<file path="src/rtl/gpu_pix_pkg.sv">
// Shared pixel-pipeline constants and the quad scheduler state encoding.
// A quad is four pixels, so one quad occupies the serializer for QUAD_PIX cycles.
package gpu_pix_pkg;

    localparam int QUAD_PIX     = 4;
    localparam int HOLD_CYCLES  = QUAD_PIX - 1;
    localparam int FLUSH_CYCLES = QUAD_PIX + 1;
    localparam int PHASE_W      = 3;

    typedef enum logic [1:0] {
        IDLE  = 2'd0,
        ARB   = 2'd1,
        HOLD  = 2'd2,
        FLUSH = 2'd3
    } sched_state_e;

endpackage

</file>
<file path="src/rtl/quad_issue_scheduler_if.sv">
// Requester-side and serializer-side bundle of the quad issue scheduler.
// The master drives frame control and requester data; the slave is the scheduler.
interface quad_issue_scheduler_if #(
    parameter int NUM_REQ = 4,
    parameter int CNT_W   = 16
);
    localparam int IDX_W = (NUM_REQ > 1) ? $clog2(NUM_REQ) : 1;

    logic                   start;
    logic [CNT_W-1:0]       cfg_quad_count;
    logic [NUM_REQ-1:0]     req_valid;
    logic [NUM_REQ-1:0]     req_ready;
    logic [NUM_REQ*32-1:0]  req_R;
    logic [NUM_REQ*32-1:0]  req_G;
    logic [NUM_REQ*32-1:0]  req_B;
    logic                   valid_quad;
    logic [31:0]            R_quad;
    logic [31:0]            G_quad;
    logic [31:0]            B_quad;
    logic [IDX_W-1:0]       grant_id;
    logic                   busy;
    logic                   frame_done;

    modport master (
        output start, cfg_quad_count, req_valid, req_R, req_G, req_B,
        input  req_ready, valid_quad, R_quad, G_quad, B_quad, grant_id, busy, frame_done
    );

    modport slave (
        input  start, cfg_quad_count, req_valid, req_R, req_G, req_B,
        output req_ready, valid_quad, R_quad, G_quad, B_quad, grant_id, busy, frame_done
    );

endinterface

</file>
<file path="src/rtl/rr_arbiter.sv">
// Combinational round-robin picker: first set request at or above ptr, wrapping.
// NUM_REQ is a power of two, so the index sum wraps naturally in IDX_W bits.
module rr_arbiter #(
    parameter int NUM_REQ = 4,
    parameter int IDX_W   = 2
) (
    input  logic [NUM_REQ-1:0] req,
    input  logic [IDX_W-1:0]   ptr,
    output logic [NUM_REQ-1:0] grant,
    output logic [IDX_W-1:0]   idx,
    output logic               any
);

    // Scan from ptr upward; only the first hit latches idx and its grant bit.
    always_comb begin
        logic [IDX_W-1:0] w_pos;
        logic             w_hit;
        grant = '0;
        idx   = '0;
        any   = 1'b0;
        w_pos = '0;
        w_hit = 1'b0;
        for (int k = 0; k < NUM_REQ; k++) begin
            w_pos        = ptr + k[IDX_W-1:0];
            w_hit        = req[w_pos] & ~any;
            grant[w_pos] = grant[w_pos] | w_hit;
            idx          = w_hit ? w_pos : idx;
            any          = any | w_hit;
        end
    end

endmodule

</file>
<file path="src/rtl/quad_issue_scheduler.sv">
// Frame-level quad scheduler: round-robin grants one quad per serializer slot
// and pulses frame_done after the last quad has drained.
module quad_issue_scheduler
    import gpu_pix_pkg::*;
#(
    parameter int NUM_REQ = 4,
    parameter int CNT_W   = 16
) (
    input  logic                  clk,
    input  logic                  rst,
    quad_issue_scheduler_if.slave bus
);

    localparam int IDX_W = (NUM_REQ > 1) ? $clog2(NUM_REQ) : 1;

    sched_state_e         r_state;
    logic [PHASE_W-1:0]   r_phase;
    logic [IDX_W-1:0]     r_rr_ptr;
    logic [CNT_W-1:0]     r_xfer_cnt;
    logic [CNT_W-1:0]     r_cfg;
    logic                 r_valid_quad;
    logic [31:0]          r_r_quad;
    logic [31:0]          r_g_quad;
    logic [31:0]          r_b_quad;
    logic [IDX_W-1:0]     r_grant_id;
    logic                 r_busy;
    logic                 r_frame_done;

    logic [NUM_REQ-1:0]   w_grant;
    logic [IDX_W-1:0]     w_idx;
    logic                 w_any;
    logic [CNT_W-1:0]     w_xfer_next;
    logic [31:0]          w_r_sel;
    logic [31:0]          w_g_sel;
    logic [31:0]          w_b_sel;

    rr_arbiter #(
        .NUM_REQ (NUM_REQ),
        .IDX_W   (IDX_W)
    ) u_rr_arbiter (
        .req   (bus.req_valid),
        .ptr   (r_rr_ptr),
        .grant (w_grant),
        .idx   (w_idx),
        .any   (w_any)
    );

    assign w_xfer_next = r_xfer_cnt + CNT_W'(1);
    assign w_r_sel     = bus.req_R[int'(w_idx)*32 +: 32];
    assign w_g_sel     = bus.req_G[int'(w_idx)*32 +: 32];
    assign w_b_sel     = bus.req_B[int'(w_idx)*32 +: 32];

    // Ready must answer valid in the same cycle, so it is decoded from state, not registered.
    always_comb begin
        if (r_state == ARB) begin
            bus.req_ready = w_grant;
        end else begin
            bus.req_ready = '0;
        end
    end

    assign bus.valid_quad = r_valid_quad;
    assign bus.R_quad     = r_r_quad;
    assign bus.G_quad     = r_g_quad;
    assign bus.B_quad     = r_b_quad;
    assign bus.grant_id   = r_grant_id;
    assign bus.busy       = r_busy;
    assign bus.frame_done = r_frame_done;

    // Frame FSM with registered strobes; r_phase times both HOLD and FLUSH.
    always_ff @(posedge clk) begin
        if (rst) begin
            r_state      <= IDLE;
            r_phase      <= '0;
            r_rr_ptr     <= '0;
            r_xfer_cnt   <= '0;
            r_cfg        <= '0;
            r_valid_quad <= 1'b0;
            r_r_quad     <= 32'd0;
            r_g_quad     <= 32'd0;
            r_b_quad     <= 32'd0;
            r_grant_id   <= '0;
            r_busy       <= 1'b0;
            r_frame_done <= 1'b0;
        end else begin
            r_valid_quad <= 1'b0;
            r_frame_done <= 1'b0;
            if (r_frame_done) begin
                r_busy <= 1'b0;
            end
            case (r_state)
                IDLE: begin
                    // Busy stays high through the frame_done cycle, which blocks a restart there.
                    if (bus.start && !r_busy) begin
                        r_busy     <= 1'b1;
                        r_cfg      <= bus.cfg_quad_count;
                        r_xfer_cnt <= '0;
                        if (bus.cfg_quad_count == '0) begin
                            r_frame_done <= 1'b1;
                        end else begin
                            r_state <= ARB;
                        end
                    end
                end
                ARB: begin
                    if (w_any) begin
                        r_valid_quad <= 1'b1;
                        r_r_quad     <= w_r_sel;
                        r_g_quad     <= w_g_sel;
                        r_b_quad     <= w_b_sel;
                        r_grant_id   <= w_idx;
                        r_rr_ptr     <= w_idx + IDX_W'(1);
                        r_xfer_cnt   <= w_xfer_next;
                        r_phase      <= '0;
                        if (w_xfer_next == r_cfg) begin
                            r_state <= FLUSH;
                        end else begin
                            r_state <= HOLD;
                        end
                    end
                end
                HOLD: begin
                    if (r_phase == PHASE_W'(HOLD_CYCLES - 1)) begin
                        r_state <= ARB;
                    end else begin
                        r_phase <= r_phase + PHASE_W'(1);
                    end
                end
                FLUSH: begin
                    if (r_phase == PHASE_W'(FLUSH_CYCLES - 1)) begin
                        r_state      <= IDLE;
                        r_frame_done <= 1'b1;
                    end else begin
                        r_phase <= r_phase + PHASE_W'(1);
                    end
                end
                default: begin
                    r_state <= IDLE;
                end
            endcase
        end
    end

endmodule

</file>
<file path="src/flat_wrapper.sv">
// flat-port wrapper written by rule: the top's interface ports become plain ports
module quad_issue_scheduler_flat import gpu_pix_pkg::*;
#(
    parameter int NUM_REQ = 4,
    parameter int CNT_W   = 16
)
  (clk, rst, bus_start, bus_cfg_quad_count, bus_req_valid, bus_req_R, bus_req_G, bus_req_B, bus_req_ready, bus_valid_quad, bus_R_quad, bus_G_quad, bus_B_quad, bus_grant_id, bus_busy, bus_frame_done);
  quad_issue_scheduler_if #(.NUM_REQ(NUM_REQ), .CNT_W(CNT_W)) bus_i ();
  input  logic clk;
  input  logic rst;
  input wire logic [$bits(bus_i.start)-1:0] bus_start;
  input wire logic [$bits(bus_i.cfg_quad_count)-1:0] bus_cfg_quad_count;
  input wire logic [$bits(bus_i.req_valid)-1:0] bus_req_valid;
  input wire logic [$bits(bus_i.req_R)-1:0] bus_req_R;
  input wire logic [$bits(bus_i.req_G)-1:0] bus_req_G;
  input wire logic [$bits(bus_i.req_B)-1:0] bus_req_B;
  output wire logic [$bits(bus_i.req_ready)-1:0] bus_req_ready;
  output wire logic [$bits(bus_i.valid_quad)-1:0] bus_valid_quad;
  output wire logic [$bits(bus_i.R_quad)-1:0] bus_R_quad;
  output wire logic [$bits(bus_i.G_quad)-1:0] bus_G_quad;
  output wire logic [$bits(bus_i.B_quad)-1:0] bus_B_quad;
  output wire logic [$bits(bus_i.grant_id)-1:0] bus_grant_id;
  output wire logic [$bits(bus_i.busy)-1:0] bus_busy;
  output wire logic [$bits(bus_i.frame_done)-1:0] bus_frame_done;
  assign bus_i.start = bus_start;
  assign bus_i.cfg_quad_count = bus_cfg_quad_count;
  assign bus_i.req_valid = bus_req_valid;
  assign bus_i.req_R = bus_req_R;
  assign bus_i.req_G = bus_req_G;
  assign bus_i.req_B = bus_req_B;
  assign bus_req_ready = bus_i.req_ready;
  assign bus_valid_quad = bus_i.valid_quad;
  assign bus_R_quad = bus_i.R_quad;
  assign bus_G_quad = bus_i.G_quad;
  assign bus_B_quad = bus_i.B_quad;
  assign bus_grant_id = bus_i.grant_id;
  assign bus_busy = bus_i.busy;
  assign bus_frame_done = bus_i.frame_done;
  quad_issue_scheduler #(.NUM_REQ(NUM_REQ), .CNT_W(CNT_W)) u_core (.clk(clk), .rst(rst), .bus(bus_i));
endmodule
</file>
<file path="config.mk">
export PLATFORM = sky130hd
export DESIGN_NAME = quad_issue_scheduler_flat
export DESIGN_NICKNAME = d
export VERILOG_FILES = /design/src/rtl/gpu_pix_pkg.sv /design/src/rtl/quad_issue_scheduler_if.sv /design/src/rtl/rr_arbiter.sv /design/src/rtl/quad_issue_scheduler.sv /design/src/flat_wrapper.sv
export SDC_FILE = /design/constraint.sdc
export NUM_CORES = 1
export LEC_CHECK = 0
export BUFFER_PORTS_ARGS = -buffer_cell sky130_fd_sc_hd__buf_2
export CORE_AREA = 2 2 196 198
export DETAILED_ROUTE_END_ITERATION = 7
export DIE_AREA = 0 0 198 200
export SLEW_MARGIN = 10
export SYNTH_ARGS = -nofsm -noshare
export SYNTH_HDL_FRONTEND = slang
export SYNTH_HIERARCHICAL = 1
export SYNTH_SLANG_ARGS = --single-unit
</file>
<file path="constraint.sdc">
create_clock -name clk -period 4.1 [get_ports clk]
set_clock_uncertainty 0.2 [all_clocks]
set_input_delay 0.615 -clock clk [delete_from_list [all_inputs] [get_ports clk]]
set_output_delay 0.615 -clock clk [all_outputs]
set_load 0.01 [all_outputs]
</file>
==> After elaboration in Yosys (flattened, before gate mapping) <==
Index checks and enable logic that the tools add are counted.
{ "totals": {"out_inout_bits": 105, "wordCells": 127, "ff_bits": 140, "in_bits": 407} }
{ "op_classes": {"n_eq_ne": 13, "n_reduce_logical": 16, "bitwise_logic": 15, "shift": 3, "order_cmp": 8, "addsub": 6, "n_mux": 54} }
{ "op_table": {"columns": ["cell", "count"], "rows": [
  ["$shiftx 128x8->32", 3],
  ["$mux 16", 2],
  ["$pmux 16 s2", 1],
  ["$mux 1", 20],
  ["$mux 2", 9],
  ["$add 16x1->16 const B", 1],
  ["$bmux 1 s2", 8],
  ["$eq 16x16->1", 1],
  ["$logic_not 16->1", 1],
  ["$bwmux 4", 3],
  ["$lt 2x3->1 const B", 4],
  ["$mux 3", 3],
  ["$pmux 3 s3", 1],
  ["$demux 1 s2", 4],
  ["$ge 2x1->1 const B", 4],
  ["$ne 2x2->1 const B", 4],
  ["$pmux 2 s4", 1],
  ["$or 1x1->1", 7],
  ["$ne 2x1->1 const B", 3],
  ["$logic_and 1x1->1", 5],
  ["$reduce_and 5->1", 1],
  ["$add 2x1->2 const B", 2],
  ["$add 2x2->2 const B", 2],
  ["$and 4x4->4", 1],
  ["other kinds (17)", 24]
]} }

==> Logic depth before layout (Yosys ltp) <==
Gate-level depths: netlist of run 1.
{ "logic_depth": {"ltp_word": 18, "ltp_mapped": 15, "mapped_depth_nobuf": 12} }

==> Modules after synthesis <==
Netlist of run 1, hierarchy kept.
{ "modules_own_cells": {"columns": ["mod", "seq_area_each_um2", "cells_each", "instances", "area_each_um2"], "rows": [
  ["quad_issue_scheduler", 2802.7, 926, 1, 7945.1],
  ["rr_arbiter", 0.0, 79, 1, 660.6]
]} }

==> Least setup slack after synthesis of run 1 <==
OpenSTA, ideal clock, no wires.
{ "synth_path": {"kind": "reg-to-output", "from": "reg u_core.r_rr_ptr[0]", "to": "out bus_req_ready[2]", "path_slack_ps": 407, "path_buffers": 1, "t_arrival_ps": 2878, "path_stages_with_launch": 12, "t_required_ps": 3285, "path_cell_list": "dfxtp_1 > buf_2 > inv_1 > ha_1 > mux4_2 > mux2_4 > a22oi_4 > o32ai_1 > nor4_2 > o21a_2 > mux2i_1 > and2_1"} }
{ "synth_via": {"elab_chain_cells": 18, "elab_cells_between_ends": 56, "classes_between": "add/sub: 3; order compare: 8; mux: 28; bitwise: 13; reduce/logical: 4"} }
{ "synth_lines": {"columns": ["element", "line_no", "rtl"], "rows": [
  ["start, declared", "quad_issue_scheduler.sv:18", "logic [IDX_W-1:0] r_rr_ptr;"],
  ["start signal, assigned", "quad_issue_scheduler.sv:112", "r_rr_ptr <= w_idx + IDX_W'(1);"],
  ["$lt 2x3->1 (implied by the code) or $ge 2x1->1 (tied branches)", "rr_arbiter.sv:26", "grant[w_pos] = grant[w_pos] | w_hit;"],
  ["$logic_and 1x1->1 (implied by the code)", "rr_arbiter.sv:26", null],
  ["$mux 1 (implied by the code)", "rr_arbiter.sv:26", null],
  ["$demux 1 s2", "rr_arbiter.sv:26", null],
  ["$and 4x4->4 (no source line)", null, null],
  ["$bmux 1 s2", "rr_arbiter.sv:26", null],
  ["$mux 1 (implied by the code)", "rr_arbiter.sv:26", null],
  ["$or 1x1->1", "rr_arbiter.sv:26", null],
  ["[... 3 more ...]", null, null],
  ["$or 1x1->1", "rr_arbiter.sv:26", null],
  ["$bwmux 4", "rr_arbiter.sv:26", null],
  ["$bmux 1 s2", "rr_arbiter.sv:26", null],
  ["$mux 1 (implied by the code)", "rr_arbiter.sv:26", null],
  ["$or 1x1->1", "rr_arbiter.sv:26", null],
  ["$bwmux 4 *", "rr_arbiter.sv:26", null],
  ["via u_core.w_grant[2]", "quad_issue_scheduler.sv:29", "logic [NUM_REQ-1:0] w_grant;"],
  ["$mux 4 *", "quad_issue_scheduler.sv:55", "if (r_state == ARB) begin"],
  ["end, declared", "flat_wrapper.sv:17", "output wire logic [$bits(bus_i.req_ready)-1:0] bus_req_ready;"]
]} }
Mark *: on every way through the listed nets, which the timed path passes. The rest lies on a longest branch. The select of a mux whose other input is x is not followed.

==> Final worst setup path of run 1 <==
Same ends and word-level chain as after synthesis.

==> run metrics, run 1 <==
status finished clean; Post-Route WL 39,090 um; Crit Path Category register to primary output; Final Cell Area 12,490 um^2; RSZ-0062 raised after global routing true; Clock Tree Buf Depth 2; H-tree depth 4; initial antenna violation count 22; yosys warns 6; EDFF count, synth 0; Avg WL per Cell 19.29 um; area fraction of the dominant cell type after synthesis 0.3257; Fmax 0.2509 GHz; GRT Util Overall 0.1888; pwr dens 771.1 nW/um^2; register bit count reported by yosys 140; syn_nets 1,425; Data required, critical path 3280 ps; first-pass GRT wire length 55,610 um; Max-Cap Viols 0; DRC viols 0; DR iter-0 viols 503; Ports 512; Placement Cell Area 11,800 um^2; critical path startpoint category register; Non-Filler Instances 2,026; Final min period 3986 ps; synth unique cells 62; Layout area overhead 45.11%; setup_tns 0 ps; vias in the first global route 9,271; sequential power share 0.220; Routability Congestion 0.9666; CTS Buf Count 17; Worst Hold Class primary input to register; Max VDD drop 488.3 uV; CP Data Arrival Time 3170 ps; Async S/R FF share, synth 0; worst skew pair latency 430 ps; Critical Path Fanout Max 6; net switching power 0.004203 W; vias per inst 4.826; register area share after synthesis 0.3257; Inst Count DP 1,972; CTS tree built; DR vias 9,777; Final nets 1,906; Slew Limit Fails 0; most frequent cell after synthesis dfxtp_1; power share of the combinational group 0.617; effective utilization at floorplan 0.2301; detailed placement HPWL 30,890 um; Internal Power 0.005427 W; Die H 200 um; Hold Fails Final Rpt 0; CTS root buffer clkbuf_16; largest net degree at the start of global routing 87; Post-synth top cells dfxtp_1 (140), a21oi_1 (120), nand2_1 (118); antenna viol nets, final 0; Switching Fraction 0.4365; Setup Viol. Count Final 0; Rows 71; cells after synthesis 1,005; CP endpoint kind primary output; ys flop type dfxtp_1; TritonRoute pass-1 iters 5; Final Cycle Share 0.9722; cts hold-fix bufs 0; Avg Inst Size Synth 8.563 um^2; clock sink count 140; mapped cell area 8606 um^2; measured slew at the worst slew-check pin 951.9 ps; die area 39,600 um^2; Leakage Power 5.526 nW; Reg clk slew, reported paths 70 ps; Synth area leaders dfxtp_1 (33%), mux2i_1 (10%), mux4_2 (9.4%); area of the core 37,400 um^2; Die W 198 um; Buffers on Ports 511; Yosys top cell by area dfxtp_1; clock group share of total power 0.162; global route overflow 0; worst rel slew slack 0.3631; share of layout cells above drive strength 1 0.4410
-- cell families (layout without fill, tap and decap cells) --
logic type | Yosys count | after routing | share of synthesized area
multiplexers | 148 | 148 | 0.2281
adder cells (fa/ha/maj) | 13 | 13 | 0.01890
other | 0 | 16 | 0
AO/OA/AOI/OAI | 259 | 259 | 0.1828
XOR/XNOR | 23 | 23 | 0.02341
flip-flops | 140 | 140 | 0.3257
buffers and inverters | 95 | 589 | 0.04507
AND/OR/NAND/NOR | 327 | 327 | 0.1761
-- layout by cell type, fill, tap and decap left out, types with 7 or more instances in the layout --
cell	count
buf_2	510
nor2b_1	7
mux2i_1	90
nand2b_1	7
nor3_1	37
nand2_1	117
xnor2_1	17
buf_4	27
a211oi_1	18
o22ai_1	72
nor2_1	97
nor4_1	8
dfxtp_1	138
mux4_2	36
clkbuf_16	17
mux2_2	21
o21ai_0	13
buf_12	8
diode_2	16
nand3_1	14
ha_1	12
inv_1	10
a21oi_1	120
-- worst paths after layout --
check	depth (start not counted)	to	start	slack, ps
worst max-delay path	12	bus_req_ready[2]	u_core/r_rr_ptr[0]$_SDFFE_PP0P_	110
worst min-delay path	3	u_core/r_cfg[10]$_SDFFE_PP0P_	bus_cfg_quad_count[10]	240
worst max register to register	14	u_core/bus.B_quad[14]$_SDFFE_PP0P_	u_core/r_rr_ptr[0]$_SDFFE_PP0P_	350
worst min register to register	2	u_core/bus.B_quad[29]$_SDFFE_PP0P_	u_core/bus.B_quad[29]$_SDFFE_PP0P_	250
-- per-layer routing --
layer | vias up | GRT usage | share of wire
met3 | 62 | 0.05259 | 0.070
met4 | 4 | 0.09747 | 0.039
met5 | - | 0 | 0.00069
li1 | 4659 | - | -
met1 | 4673 | 0.2279 | 0.40
met2 | 379 | 0.3079 | 0.49
-- worst max-delay path, stage by stage, from the launching register on --
cell and delay [ps]:
dfxtp_2 360, inv_2 70, ha_4 280, buf_4 150, mux4_2 320, mux2_4 340
a22oi_4 220, o32ai_1 120, nor4_2 290, o21a_2 210, mux2i_1 80, and2_1 160
buf_2 140
-- power groups by stage --
stage | logic (W) | clock network [W] | registers (W)
floorplan | 0.00382 | 0 | 0.00226
global placement | 0.00584 | 0 | 0.00213
detailed placement | 0.00589 | 0 | 0.00213
CTS | 0.00594 | 0.00162 | 0.00211
global route | 0.00645 | 0.00168 | 0.00217
finish | 0.00595 | 0.00156 | 0.00212
-- registers in the layout, summed over array words and instances (netlist names) --
signal / cells
u_core/bus.B_quad: 32
u_core/bus.busy: 1
u_core/bus.G_quad: 32
u_core/bus.frame_done: 1
u_core/bus.valid_quad: 1
u_core/bus.grant_id: 2
u_core/r_cfg: 16
u_core/bus.R_quad: 32
u_core/r_phase: 3
u_core/r_rr_ptr: 2
u_core/r_state: 2
u_core/r_xfer_cnt: 16
-- timing repair --
item / 4_1_cts / 5_1_grt
setup buffers: 2 / 4
resized for setup: 2 / 6
pin swaps: 1 / 5
setup endpoints to repair: 4 / 4
hold endpoints to repair: 0 / 0
-- final cells by class --
cell class                      count  area (um^2)
Inverter                           12        45.04
Timing Repair Buffer              545         2915
Fill cell                        4015        24910
Clock inverter                     14        146.4
Clock buffer                       18        429.2
Sequential cell                   140         2805
Antenna cell                       16        40.04
Tap cell                          511        639.4
Multi-Input combinational cell    770         5468
-- through the flow --
step / total power, W / hold slack, ps / utilization / setup WS [ps]
3_5_place_dp: 0.008014 / 244.4 / 0.3155 / 347.9
3_3_place_gp: 0.007963 / 240.1 / 0.3155 / 369.5
6_report: 0.009630 / 237.2 / 0.3339 / 114.2
5_1_grt: 0.01030 / 210.6 / 0.3338 / -76.72
2_1_floorplan: 0.006088 / 248.1 / - / 407.2
4_1_cts: 0.009669 / 197.3 / 0.3317 / 24.35
Power figures use the tool's default switching activity.
==> run 2: changes to the inputs <==
--- a/config.mk
+++ b/config.mk
@@ -9,6 +9,7 @@
 export CORE_AREA = 2 2 196 198
 export DETAILED_ROUTE_END_ITERATION = 7
 export DIE_AREA = 0 0 198 200
+export RECOVER_POWER = 50
 export SLEW_MARGIN = 10
 export SYNTH_ARGS = -nofsm -noshare
 export SYNTH_HDL_FRONTEND = slang
==> constraint.sdc (replaced) <==
create_clock -name clk -period 4.1 [get_ports clk]
set_clock_uncertainty 0.2 [all_clocks]
set_input_delay 0.205 -clock clk [delete_from_list [all_inputs] [get_ports clk]]
set_output_delay 0.205 -clock clk [all_outputs]
set_load 0.01 [all_outputs]
==> run 2 against run 1 <==
  * Sequential cell count is the same
  * Total power grew 5.0%
  * Routed wire length grew 7.6%
  * Combinational power grew 6.7%
  * Hold slack lost 200 ps
  * Global-route usage grew 1.3 points
  * Critical endpoint is now u_core/bus.B_quad[6]$_SDFFE_PP0P_
  * Highest routed layer unchanged
==> run metrics, run 2 (synthesis results as in run 1) <==
worst skew pair latency 430 ps (about the same); Setup crit start u_core/r_rr_ptr[0]$_SDFFE_PP0P_; commonest non-fill, non-tap cell in the layout buf_2; setup_tns 0 ps (unchanged); Critical Path Fanout Max 30 (+24); Final nets 2,081 (+9.2%); Hold Fails Final Rpt 0 (unchanged); pwr dens 715.3 nW/um^2 (-7.2%); Final min period 4002 ps (+15.75 ps); Data required, critical path 4180 ps (+900 ps); clock sink count 140 (unchanged); Max VDD drop 345.5 uV (-29%); Hold Startpoint bus_req_R[20]; R2R Path Start u_core/r_rr_ptr[0]$_SDFFE_PP0P_; global route overflow 0 (unchanged); area of the core 37,400 um^2 (unchanged); Setup Viol. Count Final 0 (unchanged); CTS Buf Count 17 (unchanged); DR vias 10,680 (+9.2%); Placement Cell Area 11,740 um^2 (-0.49%); CTS tree built; Clock Tree Buf Depth 2 (unchanged); Final Cell Area 14,140 um^2 (+13%); total power 0.01011 W (+5.0%); largest net degree at the start of global routing 61 (-30%); Rows 71 (unchanged); crit path capture u_core/bus.B_quad[6]$_SDFFE_PP0P_; Fmax 0.2499 GHz (-0.39%); Routability Congestion 0.9901 (+2.4%); TritonRoute pass-1 iters 5 (unchanged); DR iter-0 viols 605 (+20%); Slew Limit Fails 0 (unchanged); Post-Route WL 42,060 um (+7.6%); most frequent cells in the layout buf_2 (409), dlygate4sd3_1 (187), dfxtp_1 (140), a21oi_1 (120), nand2_1 (117); worst-case reg-to-reg path depth 11 (-3); Crit Path Category register to register; Die H 200 um (unchanged); Fin Hold WS 36.20 ps (-201.0 ps); CP endpoint kind register; Buffers on Ports 511 (unchanged); measured slew at the worst slew-check pin 858.8 ps (-93.03 ps); initial antenna violation count 18 (-18%); Ports 512 (unchanged); Avg WL per Cell 19.10 um (-1.0%); DRC viols 0 (unchanged); first-pass GRT wire length 60,430 um (+8.7%); Inst Count DP 1,966 (-0.30%); vias per inst 4.850 (+0.50%); status finished clean; Non-Filler Instances 2,202 (+8.7%); share of layout cells above drive strength 1 0.3226 (-0.1184); Reg clk slew, reported paths 60 ps (about the same); effective utilization at floorplan 0.2301 (unchanged); Die W 198 um (unchanged); worst rel slew slack 0.4253 (+0.06225); Max-Cap Viols 0 (unchanged); vias in the first global route 10,720 (+16%); Layout area overhead 64.29%; antenna viol nets, final 0 (unchanged); CTS root buffer clkbuf_16; Leakage Power 5.830 nW (+5.5%); reg2reg setup slack 100 ps (-250 ps); Final Cycle Share 0.9760 (+0.003841); post-CTS setup repair buffer count 0 (-2); H-tree depth 4 (unchanged); die area 39,600 um^2 (unchanged); detailed placement HPWL 31,100 um (+0.68%); critical path startpoint category register; CP Data Arrival Time 4080 ps (+910 ps); reg2reg end u_core/bus.B_quad[6]$_SDFFE_PP0P_; GRT Util Overall 0.2019 (+0.01317); Worst Hold Class primary input to register
## run 2: cell types whose count changed in the layout (fill, tap and decap cells not counted), sizes merged
| cell | delta |
|---|---|
| buf | -114 |
| bufinv | +1 |
| clkbuf | +106 |
| clkinv | -2 |
| clkinvlp | -1 |
| diode | +1 |
| dlygate4sd3 | +187 |
| inv | -2 |
## run 2: final cells by class
cell class	instances	area, um^2
fillers	3835	23260
multi-input cells	770	5472
repair buffers	720	4542
flip-flops and latches	140	2803
well taps	511	639.4
clock buffers	22	454.2
clock inverters	10	141.4
inverters	12	45.04
diodes	17	42.54
## run 2: worst max-delay path, cell delays in order (launching register included)
cell and delay (ps):
dfxtp_1 330, buf_4 290, mux4_2 590, buf_4 220, o31ai_4 390, buf_12 280
buf_4 320, mux2i_1 300, dlygate4sd3_1 600, nor2_1 50, a21oi_1 130, o22ai_1 100
## run 2: stage by stage
step,util,setup WS [ps]
2_1_floorplan,-,462.7
3_3_place_gp,0.3140,397.1
3_5_place_dp,0.3140,317.3
4_1_cts,0.3799,132.8
5_1_grt,0.3778,-47.74
6_report,0.3780,98.41
## run 2: how the worst min path moves through the flow
stage,cells after the start,to,slack [ps]
after floorplan,2,u_core/r_cfg[0]$_SDFFE_PP0P_,140
after global placement,2,u_core/bus.B_quad[8]$_SDFFE_PP0P_,240
after detailed placement,2,u_core/bus.G_quad[21]$_SDFFE_PP0P_,250
after CTS,4,u_core/bus.R_quad[5]$_SDFFE_PP0P_,0.05
after global routing,3,u_core/bus.R_quad[17]$_SDFFE_PP0P_,10
final,5,u_core/bus.R_quad[20]$_SDFFE_PP0P_,40
## run 2: report_power, final
| group | switching [W] | leakage, nW | total, W | internal [W] |
|---|---|---|---|---|
| logic | 0.00338 | 4.40 | 0.00635 | 0.00296 |
| clock network | 0.000658 | 0.284 | 0.00163 | 0.000975 |
| registers | 0.000318 | 1.14 | 0.00214 | 0.00182 |
## run 2: what timing repair did
action	4_1_cts	5_1_grt
endpoints found under the hold margin	82	0
setup endpoints to repair	0	8
hold buffers	187	0
resized for setup	0	2
## run 2: metal layers
metal  up-vias  routed length (um)  track usage
met3        88                3018      0.06200
met1      5106               16260       0.2261
met4         4                1920       0.1139
li1       5019                   -            -
met2       462               20840       0.3427
met5         -                  21            0
==> run 3: changes to the inputs <==
--- a/config.mk
+++ b/config.mk
@@ -6,9 +6,9 @@
 export NUM_CORES = 1
 export LEC_CHECK = 0
 export BUFFER_PORTS_ARGS = -buffer_cell sky130_fd_sc_hd__buf_2
-export CORE_AREA = 2 2 196 198
+export CORE_AREA = 2 2 201 203
 export DETAILED_ROUTE_END_ITERATION = 7
-export DIE_AREA = 0 0 198 200
+export DIE_AREA = 0 0 203 205
 export RECOVER_POWER = 50
 export SLEW_MARGIN = 10
 export SYNTH_ARGS = -nofsm -noshare
==> run 3 against run 2 <==
  * Maximum frequency rose by 1.4%
  * Non-clock buffer count rose by 18
  * Sequential power barely moved
  * First-iteration DRC count rose by 19%
  * Combinational power rose by 3.6%
  * Final area rose by 1.7%
  * Register-to-register slack improved by 160 ps
  * Largest cell class unchanged
  * Setup slack improved by 53 ps
==> run metrics, run 3 (synthesis results as in run 1) <==
pwr dens 729.6 nW/um^2 (+2.0%); Reg clk slew, reported paths 70 ps (about the same); Routability Congestion 0.9835 (-0.67%); die area 41,620 um^2 (+5.1%); Rows 73 (+2.8%); Max VDD drop 622.9 uV (+80%); GRT Util Overall 0.1887 (-0.01326); most frequent cells in the layout buf_2 (409), dlygate4sd3_1 (198), dfxtp_1 (139), a21oi_1 (120), nand2_1 (117); Setup Viol. Count Final 0 (unchanged); Final nets 2,099 (+0.86%); CTS tree built; Fin Hold WS 41.57 ps (+5.362 ps); commonest non-fill, non-tap cell in the layout buf_2; CTS root buffer clkbuf_16; Layout area overhead 67.14%; measured slew at the worst slew-check pin 962.5 ps (+103.7 ps); Worst Hold Class primary input to register; Fmax 0.2533 GHz (+1.4%); CP Data Arrival Time 3540 ps (-540 ps); vias per inst 4.865 (+0.31%); FF/Latch Area 2806 um^2 (+0.13%); Data required, critical path 3690 ps (-490 ps); Final min period 3948 ps (-53.38 ps); Slew Limit Fails 0 (unchanged); area of the core 39,370 um^2 (+5.3%); crit-path leading delay family multiplexers; crit path capture bus_req_ready[3]; Die W 203 um (+2.5%); status finished clean; Hold Fails Final Rpt 0 (unchanged); Avg WL per Cell 18.63 um (-2.4%); worst rel slew slack 0.3583 (-0.06701); setup_tns 0 ps (unchanged); worst skew pair latency 430 ps (about the same); CTS Buf Count 17 (unchanged); share of layout cells above drive strength 1 0.3245 (+0.001887); stages on the worst setup path 12 (+1); Clock Tree Buf Depth 2 (unchanged); Multi-input gate area 5470 um^2 (about the same); DRC viols 0 (unchanged); H-tree depth 4 (unchanged); Die H 205 um (+2.5%); Ports 512 (unchanged); CP Buf/Inv Count 3 (-2); vias in the first global route 10,800 (+0.75%); effective utilization at floorplan 0.2186 (-0.01150); reg2reg end u_core/bus.B_quad[30]$_SDFFE_PP0P_; worst-case reg-to-reg path depth 11 (unchanged); Crit Path Category register to primary output; Slowest-stage cell, CP mux4_2; reg2reg setup slack 260 ps (+160 ps); critical path startpoint category register; TritonRoute pass-1 iters 5 (unchanged); DR vias 10,820 (+1.3%); Layout fillers 4,019 (+4.8%); clock sink count 140 (unchanged); Max-Cap Viols 0 (unchanged); DR iter-0 viols 722 (+19%); largest net degree at the start of global routing 95 (+56%); Final Cycle Share 0.9630 (-0.01302); Leakage Power 6.018 nW (+3.2%); global route overflow 0 (unchanged); crit-path cells inv_1 -> ha_4 -> buf_4 -> mux4_2 -> mux2_4 -> a22oi_2 -> nand3_1 -> a22oi_2 -> o21a_2 -> mux2i_1 -> and2_1 -> buf_2; CP most frequent cell a22oi_2; Buffers on Ports 511 (unchanged); Post-Route WL 41,440 um (-1.5%); CP endpoint kind primary output; detailed placement HPWL 29,980 um (-3.6%); Setup crit start u_core/r_rr_ptr[1]$_SDFFE_PP0P_; RSZ-0062 raised after global routing false; first-pass GRT wire length 60,370 um (-0.10%); R2R Path Start u_core/r_rr_ptr[0]$_SDFFE_PP0P_; antenna viol nets, final 0 (unchanged); Critical Path Fanout Max 9 (-70%); Crit path largest cell delay 510 ps (-90 ps); initial antenna violation count 7 (-11)
## run 3: changes by cell type in the layout (fill, tap and decap cells not counted), moves of 2 or more
| cell | delta |
|---|---|
| clkbuf_16 | +2 |
| diode_2 | -10 |
| buf_4 | +6 |
| clkbuf_8 | +2 |
| bufinv_16 | +2 |
| buf_12 | -3 |
| dlygate4sd3_1 | +11 |
| clkinv_2 | -2 |
## run 3: worst register-to-register path, delay by kind of cell, from the launching register on
family,cells,cell delay (ps)
buffers and inverters,5,1600
muxes,2,830
AOI/OAI and AO/OA,3,650
DFF,1,360
and+or+nand+nor,1,60
## run 3: how the worst min path moves through the flow
stage,from,slack [ps],cells after the start,endpoint
after floorplan,bus_cfg_quad_count[0],140,2,u_core/r_cfg[0]$_SDFFE_PP0P_
after global placement,u_core/bus.G_quad[9]$_SDFFE_PP0P_,240,2,u_core/bus.G_quad[9]$_SDFFE_PP0P_
after detailed placement,u_core/bus.G_quad[10]$_SDFFE_PP0P_,240,2,u_core/bus.G_quad[10]$_SDFFE_PP0P_
after CTS,bus_req_R[15],0.05,4,u_core/bus.R_quad[15]$_SDFFE_PP0P_
after global routing,bus_req_G[113],20,4,u_core/bus.G_quad[17]$_SDFFE_PP0P_
final,bus_req_R[60],40,4,u_core/bus.R_quad[28]$_SDFFE_PP0P_
## run 3: per-stage QoR
stage / util / std cells / worst slack, ps / power (W) / area [um^2]
after floorplan: - / 1005 / 462.7 / 0.006088 / 8606
after global placement: 0.2984 / 1980 / 415.8 / 0.007905 / 11750
after detailed placement: 0.2984 / 1980 / 267.9 / 0.007965 / 11750
after CTS: 0.3656 / 2210 / 4.808 / 0.01035 / 14390
after global routing: 0.3653 / 2222 / 18.63 / 0.01112 / 14380
final: 0.3654 / 2224 / 151.8 / 0.01049 / 14380
## run 3: report_power, final
| part | internal (W) | switching [W] |
|---|---|---|
| clock network | 0.00113 | 0.000651 |
| registers | 0.00182 | 0.000305 |
| logic | 0.00309 | 0.00349 |
## run 3: cell type report
class,instances,area share
tap,525,0.04567
multi-input combinational,770,0.3803
antenna,7,0.001218
inverter,12,0.003132
sequential,140,0.1951
timing repair buffer,738,0.3285
clock inverter,9,0.01279
clock buffer,23,0.03323
## run 3: layer usage
layer,track usage,part of all wire,vias to the layer above
li1,-,-,5039
met1,0.2187,0.38,5138
met2,0.3217,0.49,536
met3,0.05409,0.081,106
met4,0.08681,0.044,0
met5,0,0,-
## run 3: timing repair
item                                   in CTS  in global routing
setup endpoints to repair                   4                 15
buffers inserted                            0                  5
pin swaps                                   0                  4
endpoints found under the hold margin      90                  0
resized for setup                           1                  5
cloned                                      0                  2
hold buffers                              198                  0
